<file path="src/rtl/rotator_pkg.sv">
// Shared types and defaults for the rotator arbiter: data/amount widths,
// result-register state encoding and rotate-direction constants.
package rotator_pkg;

  localparam int ROT_W  = 8;
  localparam int ROT_AW = 3;

  typedef enum logic {
    EMPTY = 1'b0,
    FULL  = 1'b1
  } state_e;

  localparam logic ROT_LEFT  = 1'b0;
  localparam logic ROT_RIGHT = 1'b1;

endpackage

</file>
<file path="src/rtl/rotator_arbiter_if.sv">
// Request/response bundle between the client blocks (master) and the
// shared rotator arbiter (slave).
interface rotator_arbiter_if
  import rotator_pkg::*;
#(
  parameter int NREQ = 4,
  parameter int W    = ROT_W,
  parameter int AW   = ROT_AW,
  parameter int IDW  = 2
);

  logic [NREQ-1:0]    req_valid;
  logic [NREQ-1:0]    req_ready;
  logic [NREQ*W-1:0]  req_data;
  logic [NREQ*AW-1:0] req_amt;
  logic [NREQ-1:0]    req_lr;
  logic               rsp_valid;
  logic               rsp_ready;
  logic [W-1:0]       rsp_data;
  logic [IDW-1:0]     rsp_id;

  modport master (
    output req_valid, req_data, req_amt, req_lr, rsp_ready,
    input  req_ready, rsp_valid, rsp_data, rsp_id
  );

  modport slave (
    input  req_valid, req_data, req_amt, req_lr, rsp_ready,
    output req_ready, rsp_valid, rsp_data, rsp_id
  );

endinterface

</file>
<file path="src/rtl/barrel_rotator.sv">
// Purely combinational W-bit rotator; lr selects left (ROT_LEFT) or
// right (ROT_RIGHT), amount is taken modulo W.
module barrel_rotator
  import rotator_pkg::*;
#(
  parameter int W  = ROT_W,
  parameter int AW = ROT_AW
) (
  input  logic [W-1:0]  a,
  input  logic [AW-1:0] amt,
  input  logic          lr,
  output logic [W-1:0]  y
);

  // Output bit i picks input bit i+amt (right) or i-amt (left), wrapping at W.
  always_comb begin
    y = '0;
    for (int i = 0; i < W; i++) begin
      if (lr == ROT_RIGHT) y[i] = a[AW'((i + int'(amt)) % W)];
      else                 y[i] = a[AW'((i + W - int'(amt)) % W)];
    end
  end

endmodule

</file>
<file path="src/rtl/rotator_arbiter.sv">
// Round-robin arbiter sharing one barrel rotator among NREQ requesters,
// with a one-entry registered result. Define ROT_ARB_STATS_EN to add grant_count.
module rotator_arbiter
  import rotator_pkg::*;
#(
  parameter int NREQ = 4,
  parameter int W    = ROT_W,
  parameter int AW   = ROT_AW,
  parameter int IDW  = 2
) (
  input  logic              clk,
  input  logic              rst_n,
  rotator_arbiter_if.slave  bus
`ifdef ROT_ARB_STATS_EN
  ,
  output logic [15:0]       grant_count
`endif
);

  state_e         state_q, state_d;
  logic [IDW-1:0] rr_ptr_q, rr_ptr_d;
  logic [IDW-1:0] rsp_id_q, rsp_id_d;
  logic [W-1:0]   rsp_data_q, rsp_data_d;
  logic [IDW-1:0] win_idx;
  logic           found;
  logic           can_accept;
  logic [W-1:0]   rot_y;
  logic [W-1:0]   op_data [NREQ];
  logic [AW-1:0]  op_amt  [NREQ];
`ifdef ROT_ARB_STATS_EN
  logic [15:0]    grant_count_q, grant_count_d;
`endif

  function automatic logic [IDW-1:0] wrap_add(input logic [IDW-1:0] base, input int k);
    return IDW'((int'(base) + k) % NREQ);
  endfunction

  always_comb begin
    for (int i = 0; i < NREQ; i++) begin
      op_data[i] = bus.req_data[i*W +: W];
      op_amt[i]  = bus.req_amt[i*AW +: AW];
    end
  end

  // First valid requester at or after rr_ptr, wrapping modulo NREQ.
  always_comb begin
    found   = 1'b0;
    win_idx = '0;
    for (int k = 0; k < NREQ; k++) begin
      if (!found && bus.req_valid[wrap_add(rr_ptr_q, k)]) begin
        found   = 1'b1;
        win_idx = wrap_add(rr_ptr_q, k);
      end
    end
  end

  barrel_rotator #(.W(W), .AW(AW)) u_rot (
    .a   (op_data[win_idx]),
    .amt (op_amt[win_idx]),
    .lr  (bus.req_lr[win_idx]),
    .y   (rot_y)
  );

  // NOTE: combinational blocks use blocking '=' and default every output
  // first, so no path leaves a signal unassigned and no latch is inferred.
  always_comb begin
    can_accept    = rst_n && ((state_q == EMPTY) || bus.rsp_ready);
    bus.req_ready = '0;
    state_d       = state_q;
    rr_ptr_d      = rr_ptr_q;
    rsp_id_d      = rsp_id_q;
    rsp_data_d    = rsp_data_q;
`ifdef ROT_ARB_STATS_EN
    grant_count_d = grant_count_q;
`endif
    if (can_accept && found) begin
      bus.req_ready[win_idx] = 1'b1;
      rsp_data_d             = rot_y;
      rsp_id_d               = win_idx;
      rr_ptr_d               = wrap_add(win_idx, 1);
      state_d                = FULL;
`ifdef ROT_ARB_STATS_EN
      grant_count_d          = grant_count_q + 16'd1;
`endif
    end else if ((state_q == FULL) && bus.rsp_ready) begin
      state_d = EMPTY;
    end
  end

  // NOTE: sequential state uses non-blocking '<=' so every flop samples
  // pre-edge values regardless of statement order.
  always_ff @(posedge clk) begin
    if (!rst_n) begin
      state_q       <= EMPTY;
      rr_ptr_q      <= '0;
      rsp_id_q      <= '0;
      rsp_data_q    <= '0;
`ifdef ROT_ARB_STATS_EN
      grant_count_q <= '0;
`endif
    end else begin
      state_q       <= state_d;
      rr_ptr_q      <= rr_ptr_d;
      rsp_id_q      <= rsp_id_d;
      rsp_data_q    <= rsp_data_d;
`ifdef ROT_ARB_STATS_EN
      grant_count_q <= grant_count_d;
`endif
    end
  end

  assign bus.rsp_valid = (state_q == FULL);
  assign bus.rsp_data  = rsp_data_q;
  assign bus.rsp_id    = rsp_id_q;
`ifdef ROT_ARB_STATS_EN
  assign grant_count   = grant_count_q;
`endif

endmodule

</file>
<file path="src/flat_wrapper.sv">
// flat-port wrapper written by rule: the top's interface ports become plain ports
module rotator_arbiter_flat import rotator_pkg::*;
#(
  parameter int NREQ = 4,
  parameter int W    = ROT_W,
  parameter int AW   = ROT_AW,
  parameter int IDW  = 2
)
  (clk, rst_n, bus_req_valid, bus_req_data, bus_req_amt, bus_req_lr, bus_rsp_ready, bus_req_ready, bus_rsp_valid, bus_rsp_data, bus_rsp_id);
  rotator_arbiter_if #(.NREQ(NREQ), .W(W), .AW(AW), .IDW(IDW)) bus_i ();
  input  logic clk;
  input  logic rst_n;
  input wire logic [$bits(bus_i.req_valid)-1:0] bus_req_valid;
  input wire logic [$bits(bus_i.req_data)-1:0] bus_req_data;
  input wire logic [$bits(bus_i.req_amt)-1:0] bus_req_amt;
  input wire logic [$bits(bus_i.req_lr)-1:0] bus_req_lr;
  input wire logic [$bits(bus_i.rsp_ready)-1:0] bus_rsp_ready;
  output wire logic [$bits(bus_i.req_ready)-1:0] bus_req_ready;
  output wire logic [$bits(bus_i.rsp_valid)-1:0] bus_rsp_valid;
  output wire logic [$bits(bus_i.rsp_data)-1:0] bus_rsp_data;
  output wire logic [$bits(bus_i.rsp_id)-1:0] bus_rsp_id;
  assign bus_i.req_valid = bus_req_valid;
  assign bus_i.req_data = bus_req_data;
  assign bus_i.req_amt = bus_req_amt;
  assign bus_i.req_lr = bus_req_lr;
  assign bus_i.rsp_ready = bus_rsp_ready;
  assign bus_req_ready = bus_i.req_ready;
  assign bus_rsp_valid = bus_i.rsp_valid;
  assign bus_rsp_data = bus_i.rsp_data;
  assign bus_rsp_id = bus_i.rsp_id;
  rotator_arbiter #(.NREQ(NREQ), .W(W), .AW(AW), .IDW(IDW)) u_core (.clk(clk), .rst_n(rst_n), .bus(bus_i));
endmodule
</file>
<file path="config.mk">
export PLATFORM = sky130hd
export DESIGN_NAME = rotator_arbiter_flat
export DESIGN_NICKNAME = d
export VERILOG_FILES = /design/src/rtl/rotator_pkg.sv /design/src/rtl/rotator_arbiter_if.sv /design/src/rtl/barrel_rotator.sv /design/src/rtl/rotator_arbiter.sv /design/src/flat_wrapper.sv
export SDC_FILE = /design/constraint.sdc
export NUM_CORES = 1
export LEC_CHECK = 0
export CORE_UTILIZATION = 26
export DETAILED_ROUTE_END_ITERATION = 10
export PLACE_DENSITY_LB_ADDON = 0.25
export SLEW_MARGIN = 20
export SYNTH_ARGS = -nofsm -noshare
export SYNTH_HDL_FRONTEND = slang
export SYNTH_SLANG_ARGS = --single-unit
</file>
<file path="constraint.sdc">
create_clock -name clk -period 9.85 [get_ports clk]
set_input_delay 1.4775 -clock clk [delete_from_list [all_inputs] [get_ports clk]]
set_output_delay 1.4775 -clock clk [all_outputs]
set_load 0.02 [all_outputs]
</file>
==> results of run 1 <==
report_power, final:
part | leakage (nW) | internal (mW) | switching (mW)
logic | 0.881 | 0.189 | 0.182
clock network | 0.0228 | 0.0286 | 0.0212
registers | 0.108 | 0.0702 | 0.00993
total | 1.01 | 0.287 | 0.213
synthesized netlist by cell type (3+ instances only):
master / instances / share of area (%)
ha_1: 5 / 3.8
a21oi_1: 3 / 0.91
mux2i_1: 47 / 28
a22o_1: 3 / 1.6
nor2_1: 6 / 1.4
o21ai_0: 6 / 1.8
dfxtp_1: 13 / 16
a21o_1: 3 / 1.4
nand2b_1: 4 / 1.5
a221o_1: 4 / 2.4
mux2_2: 11 / 7.5
inv_1: 8 / 1.8
nor2b_1: 3 / 1.1
nand2_1: 3 / 0.68
mux4_2: 4 / 5.4
nand3_1: 8 / 2.4
cell families (layout without fill, tap and decap cells):
kind of cell    Yosys count  in the layout  share of synthesized area (%)
compound gates           32             32                           15.2
fa+ha+maj                 5              5                           3.78
mux                      63             63                           42.9
simple gates             38             38                           14.7
buf+inv                  17             83                           5.14
flops                    13             13                           15.7
xor+xnor                  4              4                           2.57
layout make-up:
class,count,area [um^2],area share (%)
multi-input combinational,142,1310,53.6
timing repair buffer,69,691,28.3
sequential,13,260,10.7
tap,75,93.8,3.84
clock buffer,4,45.0,1.84
inverter,10,42.5,1.74
metal layers:
layer	track usage, %	share of wire, %	vias up
li1	-	-	785
met1	16.2	45	686
met2	23.0	47	51
met3	3.78	8.3	4
met4	2.11	0.56	0
met5	0	0	-
flip-flops by register name, indices dropped and copies added (netlist names):
name and flops:
u_core.bus.rsp_data 8, u_core.bus.rsp_id 2, u_core.bus.rsp_valid 1, u_core.rr_ptr_q 2
final timing paths:
path         cells past startpoint  slack [ns]                     end                  from
max                              9        4.26        bus_req_ready[0]      bus_req_valid[1]
min                              2        0.48    u_core.bus.rsp_id[1]  u_core.bus.rsp_id[1]
max reg2reg                      9        6.21  u_core.bus.rsp_data[1]    u_core.rr_ptr_q[1]
min reg2reg                      2        0.48    u_core.bus.rsp_id[1]  u_core.bus.rsp_id[1]
worst reg2reg max path: stages, from the launching register on:
cell     delay (ns)
dfxtp_1        0.35
and2_4         0.16
o211a_2        0.30
nor2_4         0.65
mux2i_1        0.26
mux2_2         0.41
xor2_1         0.54
mux2_2         0.40
a32o_1         0.25
a211o_1        0.21
==> metrics.txt, run 1 <==
post-CTS sizing 0; largest net degree at the start of global routing 24; RSZ-0062 raised after global routing no; status completed; Slew HR 45.9%; average size of a mapped cell 9.62 um^2; Tcrit/Tclk final ~57%; leading cell types in the layout, fill and taps excluded 69 x clkdlybuf4s50_1, 47 x mux2i_1, 13 x dfxtp_1; Tot Pwr 0.501 mW; vias 1526; Distinct cells, synth about 50; crit path launch type input pin; FMAX 179 MHz; Rows 28; Seq/Total Area, Yosys between 10% and 20%; worst vdd ir 0.0863 mV; most common cell after layout, fill and taps aside clkdlybuf4s50_1; Hold Buf Count CTS 0; dpl cell area 2400 um^2; htree depth 1; Num CTS Buffers 3; Ports 70; number of enable flip-flop cells after synthesis 0; Initial Util a little over a quarter; layout filler cell count about 600; Worst Tran Pin Value between 0.8 and 0.9 ns; CP Buf/Inv Count 4; post-route setup TNS 0 ns; deepest clock path buffer count 2; detailed placement HPWL between 3 and 4 mm; chip width 81.8 um; fin cells 313; Core Region 6030 um^2; die area 6690 um^2; crit-path cells clkdlybuf4s50_1, nand2b_1, o211a_2, nor2_4, inv_1, ha_1, inv_1, nor2_1, clkdlybuf4s50_1; initial antenna violation count 0; setup ws final about 4.3 ns; prevailing post-synth register cell dfxtp_1; TritonCTS clock tree done; Req. time, crit path 8.37 ns; Worst Hold Class flop to flop; Cell Pwr Density ~200 nW/um^2; antenna violation net count after detailed routing 0; root buffer cell clkbuf_8; Layout Nets 299; Max Cap Viol 0; Slew Limit Fails 0; final hold viol count 0; share of layout cells above drive strength 1 13.9%; CTS clk-pin slew, worst paths 0.06 ns; cell area after synthesis 1660 um^2; Die Span Y 81.8 um; Worst setup EP type output pin; #FFs+latches synth 13; # setup viols final 0; CP Class input pin to output pin; arrival time at the worst endpoint 4.11 ns; Fin Hold WS 0.482 ns; Skew-Pair Late Insertion Delay 0.25 ns; post-route DRC violation count 0; static leakage around 1.0 nW; crit-path max cell delay 0.65 ns; Routed WL per cell 13.7 um; pre-CTS setup slack 4.25 ns; antenna diode count 0; slowest CP cell nor2_4; Util after Layout 40.5%; Final min period around 5.6 ns; GP Congestion 0.775; net count after synthesis 232; placed cell count 309; Area growth syn-to-layout 47.5%; vias in the first global route 1502; drt via density 4.88; first-pass GRT wire length 6.85 mm; Syn. warnings 0; design area 2440 um^2; family with the most delay on the worst path buffers and inverters; fraction of registers with async set/reset 0%; overflow left after global routing 0; drt pass-1 iters 4; gr usage total 13.2%; Port Buf Inserts 69; initial DRC count 51; number of clock sinks 13; Post-Syn Instances 172; skew final 0.00438 ns; Routed Wire Length 4.30 mm; Setup Buffers After CTS 0; crit-path max FO 23
Power figures use the tool's default switching activity.
==> run 2: changes to the inputs <==
clock period = 5.2 ns   (was 9.85 ns; I/O delays follow)
==> metrics.txt, run 2 (synthesized netlist as in run 1, its figures left out) <==
Pint 0.545 mW (+90%); static leakage 1.02 nW (+0.49%); most frequent CP cell mux2_2; Die Span Y 81.8 um (unchanged); Routed Wire Length 4.32 mm (+0.47%); Final min period a little under 4 ns; Ports 70 (unchanged); Worst Hold Path Cells 2 (unchanged); Worst Reg-to-Reg Cells 12 (+3); Worst setup EP type flop; antenna diode count 0 (unchanged); Skew-Pair Late Insertion Delay 0.24 ns (about the same); layout filler cell count 607 (-1.5%); most common cell after layout, fill and taps aside clkdlybuf4s50_1; Slew HR 59.7% (+14 points); Util after Layout 40.7% (+0.12 points); sequential share of power 16.0% (about the same); Cell Pwr Density 388 nW/um^2 (+90%); Max Cap Viol 0 (unchanged); vias 1567 (+2.7%); leading cell types in the layout, fill and taps excluded 69 x clkdlybuf4s50_1, 47 x mux2i_1, 13 x dfxtp_1; htree depth 1 (unchanged); root buffer cell clkbuf_8; antenna violation net count after detailed routing 0 (unchanged); crit path launch type input pin; slowest CP cell xor2_1; post-route DRC violation count 0 (unchanged); Port Buf Inserts 69 (unchanged); Initial Util 27.5% (unchanged); crit-path max FO 13 (-43%); worst vdd ir 0.188 mV (+120%); CTS clk-pin slew, worst paths 0.06 ns (about the same); drt via density 4.99 (+2.4%); Worst Tran Pin Value 0.603 ns (-0.206 ns); post-route setup TNS 0 ns (unchanged); gr usage total 13.5% (+0.33 points); Setup Buffers After CTS 0 (unchanged); Sequential cell area 260 um^2 (unchanged); drt pass-1 iters 4 (unchanged); FMAX about 250 MHz; Tcrit/Tclk final ~76%; GP Congestion 0.861 (+11%); deepest clock path buffer count 2 (unchanged); clock share of power 9.8% (-0.2 points); final hold viol count 0 (unchanged); crit-path max cell delay 0.49 ns (-0.16 ns); setup ws final 1.25 ns (-3.01 ns); Largest register FFs 8 (unchanged); largest net degree at the start of global routing 17 (-29%); number of clock sinks 13 (unchanged); skew final 0.000724 ns (-0.00365 ns); Routed WL per cell 13.8 um (+0.15%); initial DRC count 45 (-12%); TritonCTS clock tree done; detailed placement HPWL 3.51 mm (+1.9%); RSZ-0062 raised after global routing no; initial antenna violation count 0 (unchanged); Num CTS Buffers 3 (unchanged); CP Class input pin to flop; crit-path cells clkdlybuf4s50_1, nand2b_1, o211a_2, nor2_4, mux2i_1, mux2_2, xor2_1, mux2_2, a32o_1, a211o_1; share of layout cells above drive strength 1 14.2% (+0.36 points); arrival time at the worst endpoint 4.09 ns (-0.02 ns); Hold Buf Count CTS 0 (unchanged); P_sw 0.406 mW (+90%); Switching Fraction 42.7% (+0.090 points); Worst Hold Class flop to flop; die area 6690 um^2 (unchanged); Core Region 6030 um^2 (unchanged); Slew Limit Fails 0 (unchanged); Area growth syn-to-layout 48.0%; # setup viols final 0 (unchanged); chip width 81.8 um (unchanged); Req. time, crit path 5.34 ns (-3.03 ns); vias in the first global route 1502 (unchanged); first-pass GRT wire length 7.01 mm (+2.3%); area occupied by multi-input gates 1310 um^2 (unchanged); combinational share of power 74.3% (+0.3 points); overflow left after global routing 0 (unchanged); Rows 28 (unchanged); Layout Nets 300 (+0.33%); status completed; pre-CTS setup slack 0.999 ns (-3.25 ns); post-CTS sizing 0 (unchanged)
## run 2: cell types whose count changed in the layout (fill, tap and decap cells not counted), sizes merged
cell  before  now
buf        0    1
## run 2: power by group through the flow
| stage | combinational, mW | clock [mW] | sequential, mW |
|---|---|---|---|
| 6_report | 0.707 | 0.0930 | 0.152 |
| 4_1_cts | 0.711 | 0.0984 | 0.153 |
| 3_3_place_gp | 0.710 | 0 | 0.155 |
| 2_1_floorplan | 0.490 | 0 | 0.186 |
| 5_1_grt | 0.770 | 0.101 | 0.158 |
| 3_5_place_dp | 0.707 | 0 | 0.155 |
## run 2: critical path: cells and delay by family
kind,cells,cell delay (ns)
buf+inv,1,0.48
xor+xnor,1,0.49
mux,3,1.06
compound gates,3,0.75
simple gates,2,0.52
## run 2: area by class of cell
class / instances / area share [%]
clock buffers: 4 / 1.84
inverters: 10 / 1.74
multi-input cells: 142 / 53.5
flip-flops and latches: 13 / 10.6
well taps: 75 / 3.83
repair buffers: 70 / 28.5
## run 2: layer usage
metal	track usage [%]	vias up	share of wire [%]
met2	24.2	56	47
met5	0	-	0
li1	-	789	-
met1	16.4	720	43
met4	2.28	0	0.44
met3	3.33	2	9.1
## run 2: worst paths after layout
kind / endpoint / slack (ns) / start
hold reg to reg: u_core.bus.rsp_id[1] / 0.48 / u_core.bus.rsp_id[1]
hold / removal: u_core.bus.rsp_id[1] / 0.48 / u_core.bus.rsp_id[1]
setup reg to reg: u_core.bus.rsp_data[1] / 1.90 / u_core.rr_ptr_q[1]
setup / recovery: u_core.bus.rsp_data[1] / 1.25 / bus_req_valid[1]
## run 2: stage by stage
step | cells | cell area, um^2 | total power, mW | hold WS [ns]
6_report | 314 | 2450 | 0.952 | 0.485
5_1_grt | 314 | 2450 | 1.03 | 0.520
4_1_cts | 314 | 2450 | 0.962 | 0.490
3_5_place_dp | 310 | 2400 | 0.862 | 0.473
3_3_place_gp | 310 | 2400 | 0.865 | 0.476
2_1_floorplan | 172 | 1660 | 0.676 | 0.476
==> run 3: changes to the inputs <==
clock period = 3.3 ns   (was 5.2 ns; I/O delays follow)
==> metrics.txt, run 3 (synthesized netlist as in run 1, its figures left out) <==
status completed; Req. time, crit path 3.45 ns (-1.89 ns); overflow left after global routing 0 (unchanged); number of clock sinks 13 (unchanged); Initial Util 27.5% (unchanged); antenna diode count 0 (unchanged); Cell Pwr Density 631 nW/um^2 (+63%); skew final 0.00827 ns (+0.00754 ns); crit-path max FO 6 (-7); Util after Layout 45.0% (+4.4 points); Num CTS Buffers 3 (unchanged); detailed placement HPWL 3.78 mm (+7.6%); Largest register FFs 8 (unchanged); Worst Hold Path Cells 1 (-1); root buffer cell clkbuf_8; Core Region 6030 um^2 (unchanged); slowest CP cell mux4_2; design area 2710 um^2 (+11%); setup ws final 0.155 ns (-1.09 ns); Routed Wire Length 4.57 mm (+5.9%); crit-path max cell delay 0.50 ns (about the same); share of layout cells above drive strength 1 25.2% (+11 points); Worst Reg-to-Reg Cells 10 (-2); Skew-Pair Late Insertion Delay 0.25 ns (about the same); Port Buf Inserts 69 (unchanged); initial antenna violation count 0 (unchanged); Worst Tran Pin Value 0.527 ns (-0.0760 ns); family with the most delay on the worst path multiplexers; pre-CTS setup slack -0.152 ns (-1.15 ns); dpl cell area 2640 um^2 (+9.7%); GP Congestion 0.775 (-10%); Worst Hold Class flop to flop; CP Buf/Inv Count 3 (+2); Hold Buf Count CTS 0 (unchanged); static leakage 1.24 nW (+22%); deepest clock path buffer count 2 (unchanged); Max Cap Viol 0 (unchanged); initial DRC count 34 (-24%); die area 6690 um^2 (unchanged); leading cell types in the layout, fill and taps excluded 65 x clkdlybuf4s50_1, 47 x mux2i_1, 31 x buf_4; post-route DRC violation count 0 (unchanged); FMAX around 320 MHz; Tcrit/Tclk final 95.3%; Final min period 3.14 ns; Rows 28 (unchanged); Layout Nets 331 (+10%); TritonCTS clock tree done; largest net degree at the start of global routing 12 (-5); Routed WL per cell 13.2 um (-3.7%); antenna violation net count after detailed routing 0 (unchanged); # setup viols final 0 (unchanged); gr usage total 14.5% (+0.93 points); most common cell after layout, fill and taps aside clkdlybuf4s50_1; drt via density 4.76 (-4.6%); crit path launch type input pin; Area growth syn-to-layout 63.9%; arrival time at the worst endpoint 3.29 ns (-0.80 ns); CP Class input pin to flop; Worst R2R End u_core.bus.rsp_data[7]; Slew Limit Fails 0 (unchanged); final hold viol count 0 (unchanged); vias in the first global route 1642 (+9.3%); worst vdd ir 0.346 mV (+84%); Worst setup EP type flop; chip width 81.8 um (unchanged); Ports 70 (unchanged); RSZ-0062 raised after global routing no; drt pass-1 iters 4 (unchanged); CTS clk-pin slew, worst paths 0.07 ns (about the same); vias 1642 (+4.8%); crit-path cells clkdlybuf4s50_1, and2_4, and2_1, or3_4, clkinv_4, mux2_4, xnor2_2, buf_4, mux4_2, a22o_1, a21o_1; reg-to-reg startpoint u_core.rr_ptr_q[1]; first-pass GRT wire length 7.49 mm (+6.8%); R2R setup slack 0.44 ns (-1.46 ns); htree depth 1 (unchanged); hold endpoint u_core.bus.rsp_data[6]; Hold Startpoint u_core.bus.rsp_data[6]; Die Span Y 81.8 um (unchanged); Slew HR 64.7% (+5.0 points)
-- run 3: how the worst max path moves through the flow --
stage / start / endpoint / slack [ns] / cells past startpoint
4_1_cts: bus_req_valid[2] / bus_req_ready[3] / 0.002 / 9
2_1_floorplan: bus_req_valid[0] / u_core.bus.rsp_data[1] / 0.14 / 12
3_3_place_gp: bus_req_valid[0] / u_core.bus.rsp_data[7] / -0.11 / 11
6_report: bus_req_valid[0] / u_core.bus.rsp_data[7] / 0.16 / 11
3_5_place_dp: bus_req_valid[0] / u_core.bus.rsp_data[7] / -0.15 / 11
5_1_grt: bus_req_valid[2] / u_core.bus.rsp_data[7] / 0.00003 / 11
-- run 3: timing repair --
action	in CTS	in global routing
resized for setup	1	8
cloned	0	0
buffers inserted	0	0
endpoints found under the setup margin	1	6
-- run 3: final cells by class --
type,count,area [um^2]
tap,75,93.8
sequential,13,260
multi-input combinational,142,1330
inverter,10,42.5
timing repair buffer,101,945
fill,614,3310
clock inverter,1,5.00
clock buffer,3,41.3
-- run 3: metrics by stage --
step           setup TNS (ns)  hold WS (ns)  instances  power [mW]
6_report                    0         0.483        345        1.71
5_1_grt                     0         0.527        345        1.86
4_1_cts                     0         0.493        345        1.71
3_5_place_dp           -0.793         0.479        341        1.55
3_3_place_gp           -0.642         0.470        341        1.55
2_1_floorplan               0         0.476        172        1.07
-- run 3: report_power, final --
group | switching (mW) | internal, mW | leakage, nW
sequential | 0.0323 | 0.209 | 0.108
combinational | 0.595 | 0.726 | 1.10
clock | 0.0664 | 0.0835 | 0.0255
total | 0.694 | 1.02 | 1.24
-- run 3: layer usage --
metal | GRT usage [%] | up-vias | wire, um
li1 | - | 859 | -
met2 | 25.5 | 45 | 2180
met4 | 1.58 | 0 | 19
met1 | 18.2 | 736 | 2060
met5 | 0 | - | 0
met3 | 3.44 | 2 | 315
